**src/rtl/lamp_lock_pkg.sv**
```systemverilog
// ============================================================================
// Module      : lamp_lock_pkg
// Description : Shared state encoding and lamp codes for the lamp lock.
// Revision    : 1.0 - initial release
// ============================================================================
`default_nettype none

package lamp_lock_pkg;

    typedef enum logic [2:0] {
        ST_IDLE = 3'd0,
        ST_GOT1 = 3'd1,
        ST_GOT2 = 3'd2,
        ST_OPEN = 3'd3,
        ST_LOCK = 3'd4
    } state_t;

    localparam logic [1:0] LAMP_NONE = 2'b00;
    localparam logic [1:0] LAMP_1    = 2'b01;
    localparam logic [1:0] LAMP_2    = 2'b10;
    localparam logic [1:0] LAMP_3    = 2'b11;

endpackage

`default_nettype wire

```
**src/rtl/lamp_lock_controller_if.sv**
```systemverilog
// ============================================================================
// Module      : lamp_lock_controller_if
// Description : Lamp press inputs and lock status outputs of the controller.
// Revision    : 1.0 - initial release
// ============================================================================
`default_nettype none

interface lamp_lock_controller_if;

    logic [1:0] in_bit;
    logic       in_valid;
    logic       unlocked;
    logic       lockout;
    logic [3:0] tries_left;

    modport master (
        output in_bit,
        output in_valid,
        input  unlocked,
        input  lockout,
        input  tries_left
    );

    modport slave (
        input  in_bit,
        input  in_valid,
        output unlocked,
        output lockout,
        output tries_left
    );

endinterface

`default_nettype wire

```
**src/rtl/lamp_lock_timer.sv**
```systemverilog
// ============================================================================
// Module      : lamp_lock_timer
// Description : 8-bit loadable down-counter with zero flag, shared by the
//               OPEN and LOCK dwell periods.
// Revision    : 1.0 - initial release
// ============================================================================
`default_nettype none

module lamp_lock_timer (
    input  wire logic       clk,
    input  wire logic       rst,
    input  wire logic       i_load,
    input  wire logic [7:0] i_load_val,
    output logic            o_zero
);

    logic [7:0] r_count;

    // Parks at zero when idle so the flag is stable outside OPEN/LOCK.
    always_ff @(posedge clk) begin
        if (rst) begin
            r_count <= 8'd0;
        end else if (i_load) begin
            r_count <= i_load_val;
        end else if (r_count != 8'd0) begin
            r_count <= r_count - 8'd1;
        end
    end

    assign o_zero = (r_count == 8'd0);

endmodule

`default_nettype wire

```
**src/rtl/lamp_lock_controller.sv**
```systemverilog
// ============================================================================
// Module      : lamp_lock_controller
// Description : Lamp 1-2-3 combination lock with retry budget and lockout.
// Revision    : 1.0 - initial release
// ============================================================================
`default_nettype none

module lamp_lock_controller
    import lamp_lock_pkg::*;
#(
    parameter int unsigned MAX_TRIES      = 3,
    parameter int unsigned OPEN_CYCLES    = 8,
    parameter int unsigned LOCKOUT_CYCLES = 16
) (
    input  wire logic              clk,
    input  wire logic              reset,
    lamp_lock_controller_if.slave  bus
);

    localparam logic [3:0] c_max_tries = 4'(MAX_TRIES);
    localparam logic [7:0] c_open_load = 8'(OPEN_CYCLES - 1);
    localparam logic [7:0] c_lock_load = 8'(LOCKOUT_CYCLES - 1);

    state_t     r_state;
    logic [3:0] r_tries;
    logic       r_unlocked;
    logic       r_lockout;

    logic       w_press;
    logic       w_fail;
    logic       w_to_open;
    logic       w_to_lock;
    logic       w_load;
    logic [7:0] w_load_val;
    logic       w_timer_zero;
    state_t     w_fail_state;

    always_comb begin
        w_press      = bus.in_valid && (bus.in_bit != LAMP_NONE);
        w_fail       = 1'b0;
        w_to_open    = 1'b0;
        w_fail_state = ST_IDLE;
        if (w_press) begin
            case (r_state)
                ST_GOT1: w_fail = (bus.in_bit == LAMP_3);
                ST_GOT2: begin
                    w_to_open = (bus.in_bit == LAMP_3);
                    w_fail    = (bus.in_bit != LAMP_3);
                    // A stray lamp 1 costs a try but still counts as a fresh start.
                    if (bus.in_bit == LAMP_1) begin
                        w_fail_state = ST_GOT1;
                    end
                end
                default: ;
            endcase
        end
        w_to_lock  = w_fail && (r_tries == 4'd1);
        w_load     = w_to_open || w_to_lock;
        w_load_val = w_to_open ? c_open_load : c_lock_load;
    end

    lamp_lock_timer u_timer (
        .clk        (clk),
        .rst        (reset),
        .i_load     (w_load),
        .i_load_val (w_load_val),
        .o_zero     (w_timer_zero)
    );

    always_ff @(posedge clk) begin
        if (reset) begin
            r_state    <= ST_IDLE;
            r_tries    <= c_max_tries;
            r_unlocked <= 1'b0;
            r_lockout  <= 1'b0;
        end else if (w_fail) begin
            r_tries <= (r_tries != 4'd0) ? (r_tries - 4'd1) : 4'd0;
            if (w_to_lock) begin
                r_state   <= ST_LOCK;
                r_lockout <= 1'b1;
            end else begin
                r_state <= w_fail_state;
            end
        end else begin
            case (r_state)
                ST_IDLE: begin
                    if (w_press && (bus.in_bit == LAMP_1)) begin
                        r_state <= ST_GOT1;
                    end
                end
                ST_GOT1: begin
                    if (w_press && (bus.in_bit == LAMP_2)) begin
                        r_state <= ST_GOT2;
                    end
                end
                ST_GOT2: begin
                    if (w_to_open) begin
                        r_state    <= ST_OPEN;
                        r_unlocked <= 1'b1;
                    end
                end
                ST_OPEN: begin
                    if (w_timer_zero) begin
                        r_state    <= ST_IDLE;
                        r_unlocked <= 1'b0;
                        r_tries    <= c_max_tries;
                    end
                end
                ST_LOCK: begin
                    if (w_timer_zero) begin
                        r_state   <= ST_IDLE;
                        r_lockout <= 1'b0;
                        r_tries   <= c_max_tries;
                    end
                end
                default: begin
                    r_state    <= ST_IDLE;
                    r_unlocked <= 1'b0;
                    r_lockout  <= 1'b0;
                end
            endcase
        end
    end

    assign bus.unlocked   = r_unlocked;
    assign bus.lockout    = r_lockout;
    assign bus.tries_left = r_tries;

endmodule

`default_nettype wire

```
**src/flat_wrapper.sv**
```systemverilog
// flat-port wrapper written by rule: the top's interface ports become plain ports
module lamp_lock_controller_flat import lamp_lock_pkg::*;
#(
    parameter int unsigned MAX_TRIES      = 3,
    parameter int unsigned OPEN_CYCLES    = 8,
    parameter int unsigned LOCKOUT_CYCLES = 16
)
  (clk, reset, bus_in_bit, bus_in_valid, bus_unlocked, bus_lockout, bus_tries_left);
  lamp_lock_controller_if bus_i ();
  input  wire logic clk;
  input  wire logic reset;
  input wire logic [$bits(bus_i.in_bit)-1:0] bus_in_bit;
  input wire logic [$bits(bus_i.in_valid)-1:0] bus_in_valid;
  output wire logic [$bits(bus_i.unlocked)-1:0] bus_unlocked;
  output wire logic [$bits(bus_i.lockout)-1:0] bus_lockout;
  output wire logic [$bits(bus_i.tries_left)-1:0] bus_tries_left;
  assign bus_i.in_bit = bus_in_bit;
  assign bus_i.in_valid = bus_in_valid;
  assign bus_unlocked = bus_i.unlocked;
  assign bus_lockout = bus_i.lockout;
  assign bus_tries_left = bus_i.tries_left;
  lamp_lock_controller #(.MAX_TRIES(MAX_TRIES), .OPEN_CYCLES(OPEN_CYCLES), .LOCKOUT_CYCLES(LOCKOUT_CYCLES)) u_core (.clk(clk), .reset(reset), .bus(bus_i));
endmodule
```
**config.mk**
```make
export PLATFORM = sky130hd
export DESIGN_NAME = lamp_lock_controller_flat
export DESIGN_NICKNAME = d
export VERILOG_FILES = /design/src/rtl/lamp_lock_pkg.sv /design/src/rtl/lamp_lock_controller_if.sv /design/src/rtl/lamp_lock_timer.sv /design/src/rtl/lamp_lock_controller.sv /design/src/flat_wrapper.sv
export SDC_FILE = /design/constraint.sdc
export NUM_CORES = 1
export LEC_CHECK = 0
export ABC_CLOCK_PERIOD_IN_PS = 2100
export CAP_MARGIN = 20
export CORE_ASPECT_RATIO = 1.2
export CORE_MARGIN = 2
export CORE_UTILIZATION = 54
export DETAILED_ROUTE_END_ITERATION = 8
export PLACE_DENSITY = 0.78
export SLEW_MARGIN = 20
export SYNTH_ARGS = -nofsm -noshare
export SYNTH_HDL_FRONTEND = slang
export SYNTH_SLANG_ARGS = --single-unit
```
**constraint.sdc**
```tcl
create_clock -name clk -period 2.1 [get_ports clk]
set_input_delay 0.42 -clock clk [delete_from_list [all_inputs] [get_ports clk]]
set_output_delay 0.42 -clock clk [all_outputs]
set_load 0.1 [all_outputs]
```
==> flow_summary.json <==
{
  "total_power_mw": 1.31,
  "synthTopCellsByCount": "17 x dfxtp_1, 10 x nor2_1, 8 x inv_1",
  "netlist_area_sq_um": 1030,
  "r2r_cells": 6,
  "overflow": 0,
  "max_freq_mhz": 519,
  "wl_per_cell_microns": 13.1,
  "worstMarginPinSlew_ns": 0.493,
  "slew_headroom_pct": 66.9,
  "vias_per_cell": 6.03,
  "start_util_pct": 56.7,
  "arrival_ns": 2.11,
  "antenna_cells": 0,
  "die_y_microns": 51.8,
  "netlist_instances": 121,
  "nets": 144,
  "critical_path_required_ns": 2.28,
  "yosys.area.top_type_share_pct": 33.2,
  "slew_violations": 0,
  "port-buffer-count": 10,
  "coreArea_sq_um": 1810,
  "r2r_start": "u_core.u_timer.r_count[0]",
  "area.growth.synth_to_final_pct": 15.2,
  "hold_class": "flop to flop",
  "fin_util_pct": 65.4,
  "final.setup_skew_ns": 0.00399,
  "ios": 11,
  "cts_max_level": 1,
  "cts_buffers": 3,
  "hold_ws_ns": 0.477,
  "crit_slowest_cell": "or4_2",
  "vias": 935,
  "cts_resized": 0,
  "regToRegEndpoint": "u_core.r_state[1]",
  "dieArea_sq_um": 2270,
  "synth_async_sr_flop_share_pct": 0,
  "crit_path_start": "bus_in_bit[0]",
  "power.leakage_nw": 0.431,
  "cts_root_buffer": "clkbuf_4",
  "endpoint": "u_core.bus.tries_left[3]",
  "holdBufCountCts": 0,
  "min_period_ns": 1.93,
  "peakVddDrop_v": 0.000618,
  "grt_util_all_layers_pct": 20.2,
  "drive_gt1_share_pct": 19.1,
  "clk_path_buf_depth": 2,
  "rsz0062_at_grt": "false",
  "placement.cell_area_sq_um": 1150,
  "outcome": "finished clean",
  "grt_start_max_net_pins": 12,
  "cts_tree": "yes",
  "power_per_cell_area_nw_per_um2": 1110,
  "rows": 17,
  "path_clk_slew_ns": 0.09,
  "synth.avg_cell_area_sq_um": 8.48,
  "place.gp.congestion": 0.773,
  "synth_largest_area_cell": "dfxtp_1",
  "timing.final.ws_setup_ns": 0.173,
  "yosysMostFrequentCell": "dfxtp_1",
  "syn_nets": 128,
  "postRouteWirelength_microns": 2040,
  "cts_setup_buffers": 0,
  "setup-violations-final": 0,
  "synth_edf_count": 0,
  "r2r_setup_slack_ns": 0.25,
  "path_class": "input pin to flop",
  "dpl_worst_slack_ns": -0.261,
  "ys_ff_latch": 17,
  "synth_warnings": 0,
  "fin_area_sq_um": 1180,
  "clock_latency_ns": 0.28,
  "first_iter_violations": 24,
  "critPathLaunchType": "input pin",
  "synth_flop_cell": "dfxtp_1",
  "antenna_found_initial": 0,
  "drc": 0,
  "grt_pass1_vias": 845,
  "hpwl_microns": 1560,
  "timing.final.crit_share_pct": 91.8,
  "drt_pass1_iterations": 4,
  "hold_viol_final": 0,
  "clkSinkCount": 17,
  "die_w_microns": 43.8,
  "synthDistinctLibCells": 46,
  "postRouteAntennaNets": 0,
  "path_cells": "clkdlybuf4s50_1, and4bb_2, o311ai_4, or4_2, and3_1",
  "critPathMaxFanout": 11,
  "seq_area_frac_synth_pct": 33.2,
  "slowest_delay_ns": 0.56,
  "grt_pass1_wl_microns": 3530,
  "cap_violations": 0,
  "synth_area_leaders": "dfxtp_1 33%, nor2_1 3.7%, a21oi_1 3.4%",
  "cp-end-kind": "flop"
}
worst max-delay path: cells and delay by family:
| family | cells | cell delay, ns |
|---|---|---|
| and+or+nand+nor | 3 | 1.08 |
| AOI/OAI and AO/OA | 1 | 0.17 |
| buffers and inverters | 1 | 0.45 |
where the power goes:
part | switching [mW] | internal (mW)
Sequential | 0.0863 | 0.405
Clock | 0.0957 | 0.0738
Combinational | 0.352 | 0.295
Total | 0.534 | 0.773
cell type report:
class	count	area [sq um]
multi-input combinational	89	617
inverter	8	30.0
sequential	17	340
fill	156	626
timing repair buffer	18	145
tap	19	23.8
clock buffer	4	26.3
registers in the layout (all words and copies together), names as in the netlist:
name                    flops
u_core.bus.unlocked         1
u_core.bus.lockout          1
u_core.bus.tries_left       4
u_core.r_state              3
u_core.u_timer.r_count      8
how the worst min path moves through the flow:
stage,start,to,slack (ns),cells after the start
after floorplan,u_core.u_timer.r_count[6],u_core.u_timer.r_count[6],0.50,2
after global placement,u_core.bus.lockout,u_core.bus.lockout,0.46,2
after detailed placement,u_core.bus.lockout,u_core.bus.lockout,0.47,2
after CTS,u_core.bus.lockout,u_core.bus.lockout,0.48,2
after global routing,u_core.bus.lockout,u_core.bus.lockout,0.53,2
final,u_core.bus.lockout,u_core.bus.lockout,0.48,2
logic make-up (layout without fill, tap and decap cells):
kind of cell	Yosys count	after routing	share of synthesized area [%]
multiplexers	1	1	0.976
buffers and inverters	15	30	7.68
AND/OR/NAND/NOR	46	46	27.7
adder cells (fa/ha/maj)	2	2	2.44
XOR/XNOR	5	5	4.27
flip-flops	17	17	33.2
AO/OA/AOI/OAI	35	35	23.8
cells in the final DEF (no fill, tap or decap), types with 3 or more instances in the layout:
cell type,synthesis,routed
o21ai_0,6,6
xnor2_1,3,3
dfxtp_1,17,17
or4_1,3,3
a31oi_1,5,5
nor3_1,6,6
nand3_1,4,4
nor2_1,10,10
inv_1,8,8
buf_4,0,14
o211ai_1,3,3
a21oi_1,7,7
clkdlybuf4s50_1,0,4
nand2_1,4,4
clkbuf_4,0,3
metal layers:
metal	part of all wire [%]	GRT usage, %
met5	0	0
met3	2.6	3.13
met1	47	26.5
met4	1.0	6.06
met2	50	33.6
per-stage QoR:
stage | TNS, ns | std cells
after floorplan | 0 | 121
after global placement | -2.69 | 151
after detailed placement | -3.41 | 151
after CTS | 0 | 155
after global routing | 0 | 155
final | 0 | 155
(Power assumes the default switching activity.)
